===== src/rtl/seq_approx_mul.sv =====
// -----------------------------------------------------------------------------
// seq_approx_mul
//
// Iterative unsigned WIDTH x WIDTH multiplier. Operands are split into
// D = WIDTH/SUB digits and one SUB x SUB digit product is formed per cycle
// on a single shared sub-multiplier, then shifted into a 2*WIDTH accumulator.
// Digit pairs are walked with the a-digit index i outer and the b-digit index
// j inner, both ascending.
//
// Approximate mode (approx = 1, sampled with the operands) skips every pair
// with i + j < DROP_COLS. Skipped pairs cost no cycle, so the result is the
// exact product minus the skipped terms and arrives earlier.
//
// Optional feature (macro SEQ_APPROX_MUL_ZERO_BYPASS_EN):
//   when defined, a zero operand at accept skips the pair walk and the block
//   presents prod = 0 one cycle after the accept edge. When undefined, zero
//   operands take the full walk and still produce 0.
//
// Parameters:
//   WIDTH      operand width; multiple of SUB and at least 2*SUB
//   SUB        digit width of the shared sub-multiplier
//   DROP_COLS  approximate mode drops pairs with i + j < DROP_COLS (0..2*D-1)
//
// Ports:
//   clk        rising-edge clock
//   rst_n      synchronous active-low reset
//   in_valid   operand pair valid
//   in_ready   block can accept an operand pair (IDLE only)
//   a, b       unsigned operands
//   approx     1 = approximate mode, 0 = accurate mode
//   out_valid  result valid (DONE)
//   out_ready  consumer accepts the result
//   prod       2*WIDTH product, held until the result handshake
//   busy       high in CALC or DONE
// -----------------------------------------------------------------------------
module seq_approx_mul #(
   parameter int unsigned WIDTH     = 16,
   parameter int unsigned SUB       = 4,
   parameter int unsigned DROP_COLS = 2
) (
   input  logic               clk,
   input  logic               rst_n,
   input  logic               in_valid,
   output logic               in_ready,
   input  logic [WIDTH-1:0]   a,
   input  logic [WIDTH-1:0]   b,
   input  logic               approx,
   output logic               out_valid,
   input  logic               out_ready,
   output logic [2*WIDTH-1:0] prod,
   output logic               busy
);

   localparam int unsigned D  = WIDTH / SUB;
   localparam int unsigned IW = (D > 1) ? $clog2(D) : 1;
   localparam int unsigned PW = 2 * WIDTH;

   // First non-skipped pair in approximate mode. Row r starts at
   // j = max(0, DROP_COLS - r); the first usable row is the first one whose
   // start column still lies inside the row.
   localparam int unsigned FIRST_I  = (DROP_COLS > D - 1) ? DROP_COLS - (D - 1) : 0;
   localparam int unsigned FIRST_J  = (DROP_COLS > FIRST_I) ? DROP_COLS - FIRST_I : 0;
   // Every pair is dropped: the walk collapses to a zero result.
   localparam bit          ALL_SKIP = (DROP_COLS > 2 * D - 2);

   typedef enum logic [1:0] {
      StIdle,
      StCalc,
      StDone
   } state_t;

   state_t           state_q;
   logic [WIDTH-1:0] a_q;
   logic [WIDTH-1:0] b_q;
   logic             approx_q;
   logic             short_q;
   logic [PW-1:0]    acc_q;
   logic [IW-1:0]    i_q;
   logic [IW-1:0]    j_q;

   // ---------------------------------------------------------------------------
   // Datapath: current digit pair, shared sub-multiplier, aligned term
   // ---------------------------------------------------------------------------
   logic [WIDTH-1:0] a_shift;
   logic [WIDTH-1:0] b_shift;
   logic [SUB-1:0]   a_dig;
   logic [SUB-1:0]   b_dig;
   logic [2*SUB-1:0] sub_prod;
   logic [IW:0]      col;
   logic [PW-1:0]    term;
   logic [PW-1:0]    acc_sum;

   assign a_shift  = a_q >> (i_q * SUB);
   assign b_shift  = b_q >> (j_q * SUB);
   assign a_dig    = a_shift[SUB-1:0];
   assign b_dig    = b_shift[SUB-1:0];
   assign sub_prod = {{SUB{1'b0}}, a_dig} * {{SUB{1'b0}}, b_dig};
   // Extra bit so i + j cannot wrap for the column weight.
   assign col      = {1'b0, i_q} + {1'b0, j_q};
   assign term     = {{(PW - 2 * SUB){1'b0}}, sub_prod} << (col * SUB);
   assign acc_sum  = acc_q + term;

   // ---------------------------------------------------------------------------
   // Pair walk: next pair after the current one, and the start pair at accept
   // ---------------------------------------------------------------------------
   logic          last_pair;
   logic [IW-1:0] next_i;
   logic [IW-1:0] next_j;
   logic [31:0]   next_row;

   // Within a row, once a pair is kept every later pair in that row is kept,
   // and the following row always has a kept pair, so only the row start
   // column needs adjusting for approximate mode.
   always_comb begin
      last_pair = (i_q == IW'(D - 1)) && (j_q == IW'(D - 1));
      next_row  = 32'(i_q) + 32'd1;
      next_i    = i_q;
      next_j    = j_q + 1'b1;
      if (j_q == IW'(D - 1)) begin
         next_i = i_q + 1'b1;
         next_j = '0;
         if (approx_q && (DROP_COLS > next_row)) begin
            next_j = IW'(DROP_COLS - next_row);
         end
      end
   end

   logic [IW-1:0] start_i;
   logic [IW-1:0] start_j;

   always_comb begin
      start_i = '0;
      start_j = '0;
      if (approx) begin
         start_i = IW'(FIRST_I);
         start_j = IW'(FIRST_J);
      end
   end

   // Operand pairs whose result is known to be zero without walking digits.
   logic zero_ops;
   logic skip_walk;

`ifdef SEQ_APPROX_MUL_ZERO_BYPASS_EN
   assign zero_ops = (a == '0) || (b == '0);
`else
   assign zero_ops = 1'b0;
`endif

   assign skip_walk = zero_ops || (approx && ALL_SKIP);

   // ---------------------------------------------------------------------------
   // Control FSM with registered handshake outputs
   // ---------------------------------------------------------------------------
   always_ff @(posedge clk) begin
      if (!rst_n) begin
         state_q   <= StIdle;
         in_ready  <= 1'b1;
         out_valid <= 1'b0;
         busy      <= 1'b0;
         prod      <= '0;
         acc_q     <= '0;
         i_q       <= '0;
         j_q       <= '0;
         a_q       <= '0;
         b_q       <= '0;
         approx_q  <= 1'b0;
         short_q   <= 1'b0;
      end else begin
         unique case (state_q)
            StIdle: begin
               if (in_valid) begin
                  a_q      <= a;
                  b_q      <= b;
                  approx_q <= approx;
                  short_q  <= skip_walk;
                  acc_q    <= '0;
                  i_q      <= start_i;
                  j_q      <= start_j;
                  in_ready <= 1'b0;
                  busy     <= 1'b1;
                  state_q  <= StCalc;
               end
            end

            StCalc: begin
               if (short_q) begin
                  // Known-zero result: one pass through CALC, no digit products.
                  prod      <= '0;
                  out_valid <= 1'b1;
                  state_q   <= StDone;
               end else begin
                  acc_q <= acc_sum;
                  if (last_pair) begin
                     prod      <= acc_sum;
                     out_valid <= 1'b1;
                     state_q   <= StDone;
                  end else begin
                     i_q <= next_i;
                     j_q <= next_j;
                  end
               end
            end

            StDone: begin
               if (out_ready) begin
                  out_valid <= 1'b0;
                  in_ready  <= 1'b1;
                  busy      <= 1'b0;
                  i_q       <= '0;
                  j_q       <= '0;
                  state_q   <= StIdle;
               end
            end

            default: begin
               state_q <= StIdle;
            end
         endcase
      end
   end

endmodule


===== config.mk =====
export PLATFORM = sky130hd
export DESIGN_NAME = seq_approx_mul
export DESIGN_NICKNAME = d
export VERILOG_FILES = /design/src/rtl/seq_approx_mul.sv
export SDC_FILE = /design/constraint.sdc
export NUM_CORES = 1
export LEC_CHECK = 0
export BUFFER_PORTS_ARGS = -buffer_cell sky130_fd_sc_hd__buf_4
export CAP_MARGIN = 10
export CORE_MARGIN = 2
export CORE_UTILIZATION = 25
export CTS_CLUSTER_DIAMETER = 120
export DETAILED_ROUTE_END_ITERATION = 16
export GPL_TIMING_DRIVEN = 0
export PLACE_DENSITY = 0.41
export SLEW_MARGIN = 20
export SYNTH_ARGS = -nofsm -noshare
export SYNTH_HDL_FRONTEND = slang
export SYNTH_SLANG_ARGS = --single-unit

===== constraint.sdc =====
create_clock -name clk -period 10.5 [get_ports clk]
set_input_delay 1.575 -clock clk [delete_from_list [all_inputs] [get_ports clk]]
set_output_delay 1.575 -clock clk [all_outputs]
set_load 0.01 [all_outputs]

==> run_results.csv <==
group,metric,value,unit
clock_tree,max-clock-path-buffers,2,
pwr,ir_worst_vdd,67.0,µV
status,violations,"design-rule violations",
clock_tree,cts_setup_buffers,0,
synthesis,synth.most_common_cell,"nand2_1",
setup_path,worstSetupPathType,"flop to flop",
routing,dr.pass1.iters,11,
routing,drt_iter0_markers,386,
floorplan,num_io_pins,72,
setup_path,critPathLaunchType,"flop",
global_route,track_usage,0.161,
synthesis,synth_edf_count,0,
setup_path,cp-end-kind,"flop",
routing,dr_total_vias,6175,
setup_path,crit_fanout,7,
setup_path,cp.arrival,7.22,ns
clock_tree,clkTransAtPathRegs,0.09,ns
routing,route.detailed.drc,2,
floorplan,dieHeight,168,µm
global_route,grt.overflow.total,0,
sta,rsz0062_at_grt,"no",
synthesis,yosys-top-cells-area,"dfxtp_1 (32%), ha_1 (9.4%), nand2_1 (8.5%), a21oi_1 (7.5%), nor2_1 (3.5%)",
floorplan,fp.coreArea,0.0261,mm²
clock_tree,cts_resized,0,
global_route,grt_max_degree,20,
clock_tree,cts_root_buf,"clkbuf_16",
worst_hold_path,whs_endpoint,"prod[26]$_SDFFE_PN0P_",
finish,nets,1019,
job,maxCapViolations,0,
finish,drive_gt1_frac,0.130,
placement,dp.final_hpwl,17000,µm
synthesis,synth_nets,938,
setup_path,cp_top_family,"compound AO/OA/AOI/OAI gates",
synthesis,synth_cells,845,
global_route,grt_pass1_wl,34800,µm
clock_tree,cts_tree,"built",
setup_path,r2r-end,"acc_q[31]$_SDFFE_PN0P_",
setup_path,crit_buf_inv,2,
finish,fillers,2920,
setup_path,crit_chain,"clkbuf_1, mux4_2, nand2_1, fa_1, inv_1, fa_1, ha_1, a21o_1, a21oi_1, o21bai_1, a21oi_1, xor2_1, mux2_2, nor2_1, ha_1, nand4_1, o221ai_1, a211oi_2, o41a_1, o21ai_2, o41a_1, xor2_1, nor3b_1, a21o_1",
synthesis,async_reset_ff_frac,0,
sta,finalSetupViolCount,0,
global_route,grt_pass1_vias,6125,
pwr,powerDensity,114,mW/mm²
finish,stdcell_area,0.00795,mm²
clock_tree,cts.sink_count,106,
worst_hold_path,min_from,"prod[26]$_SDFFE_PN0P_",
synthesis,synth_ff_type,"dfxtp_1",
setup_path,slowest_stage,"mux4_2",
synthesis,ys_types,62,
sta,slew-limit-headroom,0.367,
synthesis,synth.cell_area,0.00669,mm²
global_route,use_met2,0.264,
synthesis,synth-seq-cells,106,
synthesis,ys_top_cells_by_count,"nand2_1 (151), dfxtp_1 (106), a21oi_1 (100), nor2_1 (62), ha_1 (50)",
sta,max_freq,0.145,GHz
routing,wire_per_inst,17.6,µm
global_route,antenna_found_initial,0,
floorplan,rows,59,
setup_path,reg2reg_slack,3.59,ns
sta,tightestPinTransition,0.950,ns
synthesis,synth_top_area_frac,0.317,
clock_tree,cts_buffers,9,
sta,min_period_over_period,0.658,
synthesis,syn_area_per_cell,7.91,µm²
placement,numPortBuffers,69,
finish,diodes,0,
setup_path,reg2reg_depth,24,
sta,hold_violations,0,
global_route,grtUsageMet1,0.220,
finish,syn_to_final_growth,18.8,%
routing,routed_wl,22200,µm
status,outcome,"finished with violations",
floorplan,start_util,0.256,
routing,drtAntennaViolNets,0,
setup_path,max_stage_delay,0.67,ns
clock_tree,clk_latency,0.37,ns
floorplan,dieArea,0.0281,mm²
placement,gp_congestion,0.822,
setup_path,r2r-start,"i_q[0]$_SDFFE_PN0P_",
synthesis,yosys.area.top_type,"dfxtp_1",
placement,place_area,0.00764,mm²
sta,period_needed,6.91,ns
sta,fin_setup_tns,0,ns
setup_path,critical_path_required,10.81,ns
worst_hold_path,worstHoldPathType,"flop to flop",
synthesis,synth_warnings,0,
floorplan,die_width,168,µm
routing,routed_via_density,4.88,
pwr,p_leak,3.26,nW
clock_tree,ctsHtreeMaxLevel,3,
clock_tree,ctsHoldBuffers,0,
sta,drv_slew,0,
synthesis,ys_seq_area_frac,0.317,
global_route,gr-max-usage-layer,"met2",
global_route,grt_use_met3,0.0281,
worst_hold_path,holdPathStages,2,
sta,skew,0.0122,ns
==> worst max path at each step <==
stage	startpoint	end	slack (ns)	depth (start not counted)
5_1_grt	i_q[0]$_SDFFE_PN0P_	acc_q[31]$_SDFFE_PN0P_	3.06	24
3_5_place_dp	i_q[0]$_SDFFE_PN0P_	acc_q[31]$_SDFFE_PN0P_	3.56	24
3_3_place_gp	i_q[0]$_SDFFE_PN0P_	acc_q[31]$_SDFFE_PN0P_	3.48	24
4_1_cts	i_q[0]$_SDFFE_PN0P_	acc_q[31]$_SDFFE_PN0P_	3.52	24
6_report	i_q[0]$_SDFFE_PN0P_	acc_q[31]$_SDFFE_PN0P_	3.59	24
2_1_floorplan	i_q[0]$_SDFFE_PN0P_	acc_q[30]$_SDFFE_PN0P_	4.68	23
==> per-layer routing <==
layer | up-vias | part of all wire
met5 | - | 0
met4 | 0 | 0.012
met3 | 18 | 0.039
met2 | 114 | 0.45
met1 | 2883 | 0.50
li1 | 3160 | -
==> worst reg2reg max path, cell delays in order, from the launching register on <==
cell and delay [ns]:
dfxtp_1 0.39, clkbuf_1 0.45, mux4_2 0.68, nand2_1 0.14
fa_1 0.39, inv_1 0.09, fa_1 0.41, ha_1 0.30
a21o_1 0.17, a21oi_1 0.22, o21bai_1 0.09, a21oi_1 0.25
xor2_1 0.29, mux2_2 0.27, nor2_1 0.07, ha_1 0.37
nand4_1 0.19, o221ai_1 0.16, a211oi_2 0.36, o41a_1 0.33
o21ai_2 0.11, o41a_1 0.33, xor2_1 0.45, nor3b_1 0.25
a21o_1 0.11
==> power breakdown <==
group / internal [W] / switching [W] / leakage [nW]
combinational: 0.0000381 / 0.0000696 / 2.25
sequential: 0.000413 / 0.00000791 / 0.860
clock: 0.000190 / 0.000185 / 0.149
total: 0.000641 / 0.000262 / 3.26
==> layout make-up <==
type / instances / area, µm² / share of cell area
Sequential cell: 106 / 2120 / 0.267
Tap cell: 335 / 419 / 0.0528
Inverter: 29 / 109 / 0.0137
Multi-Input combinational cell: 660 / 4270 / 0.537
Clock buffer: 9 / 225 / 0.0283
Timing Repair Buffer: 70 / 526 / 0.0661
Buffer: 50 / 190 / 0.0239
Clock inverter: 7 / 83.8 / 0.0106
==> sequential cells by signal, summed over array words and instances (netlist names) <==
signal	flops
state_q	2
j_q	2
out_valid	1
in_ready	1
approx_q	1
i_q	2
busy	1
prod	32
acc_q	32
a_q	16
b_q	16
==> placed cells by master, fill, tap and decap left out, drive strengths merged, types with 12 or more instances in the layout <==
master and n:
inv 32, a21oi 100, ha 50, buf 76, nor2 62, clkbuf 53
and2 17, nand3 22, a21o 19, xnor2 17, nand2 151, dfxtp 106
nor3 12, xor2 14, o21ai 43
==> stage by stage <==
step	hold WS (ns)	worst slack, ns	instances	util	total power (W)
floorplan	0.432	4.68	845	-	0.000493
global placement	0.441	3.48	1249	0.292	0.000538
detailed placement	0.446	3.56	1250	0.292	0.000538
CTS	0.458	3.52	1266	0.304	0.000916
global route	0.474	3.06	1266	0.304	0.000939
finish	0.454	3.59	1266	0.304	0.000903
==> cells by family (layout without fill, tap and decap cells) <==
| family | count (synthesis) | after routing | share of synthesized area |
|---|---|---|---|
| xor gates and xnor gates | 31 | 31 | 0.0406 |
| and+or+nand+nor | 311 | 311 | 0.207 |
| adders and majority gates | 56 | 56 | 0.112 |
| DFF | 106 | 106 | 0.317 |
| buffers and inverters | 79 | 165 | 0.0447 |
| AOI/OAI and AO/OA | 241 | 241 | 0.230 |
| muxes | 21 | 21 | 0.0481 |
(Power assumes the default switching activity.)
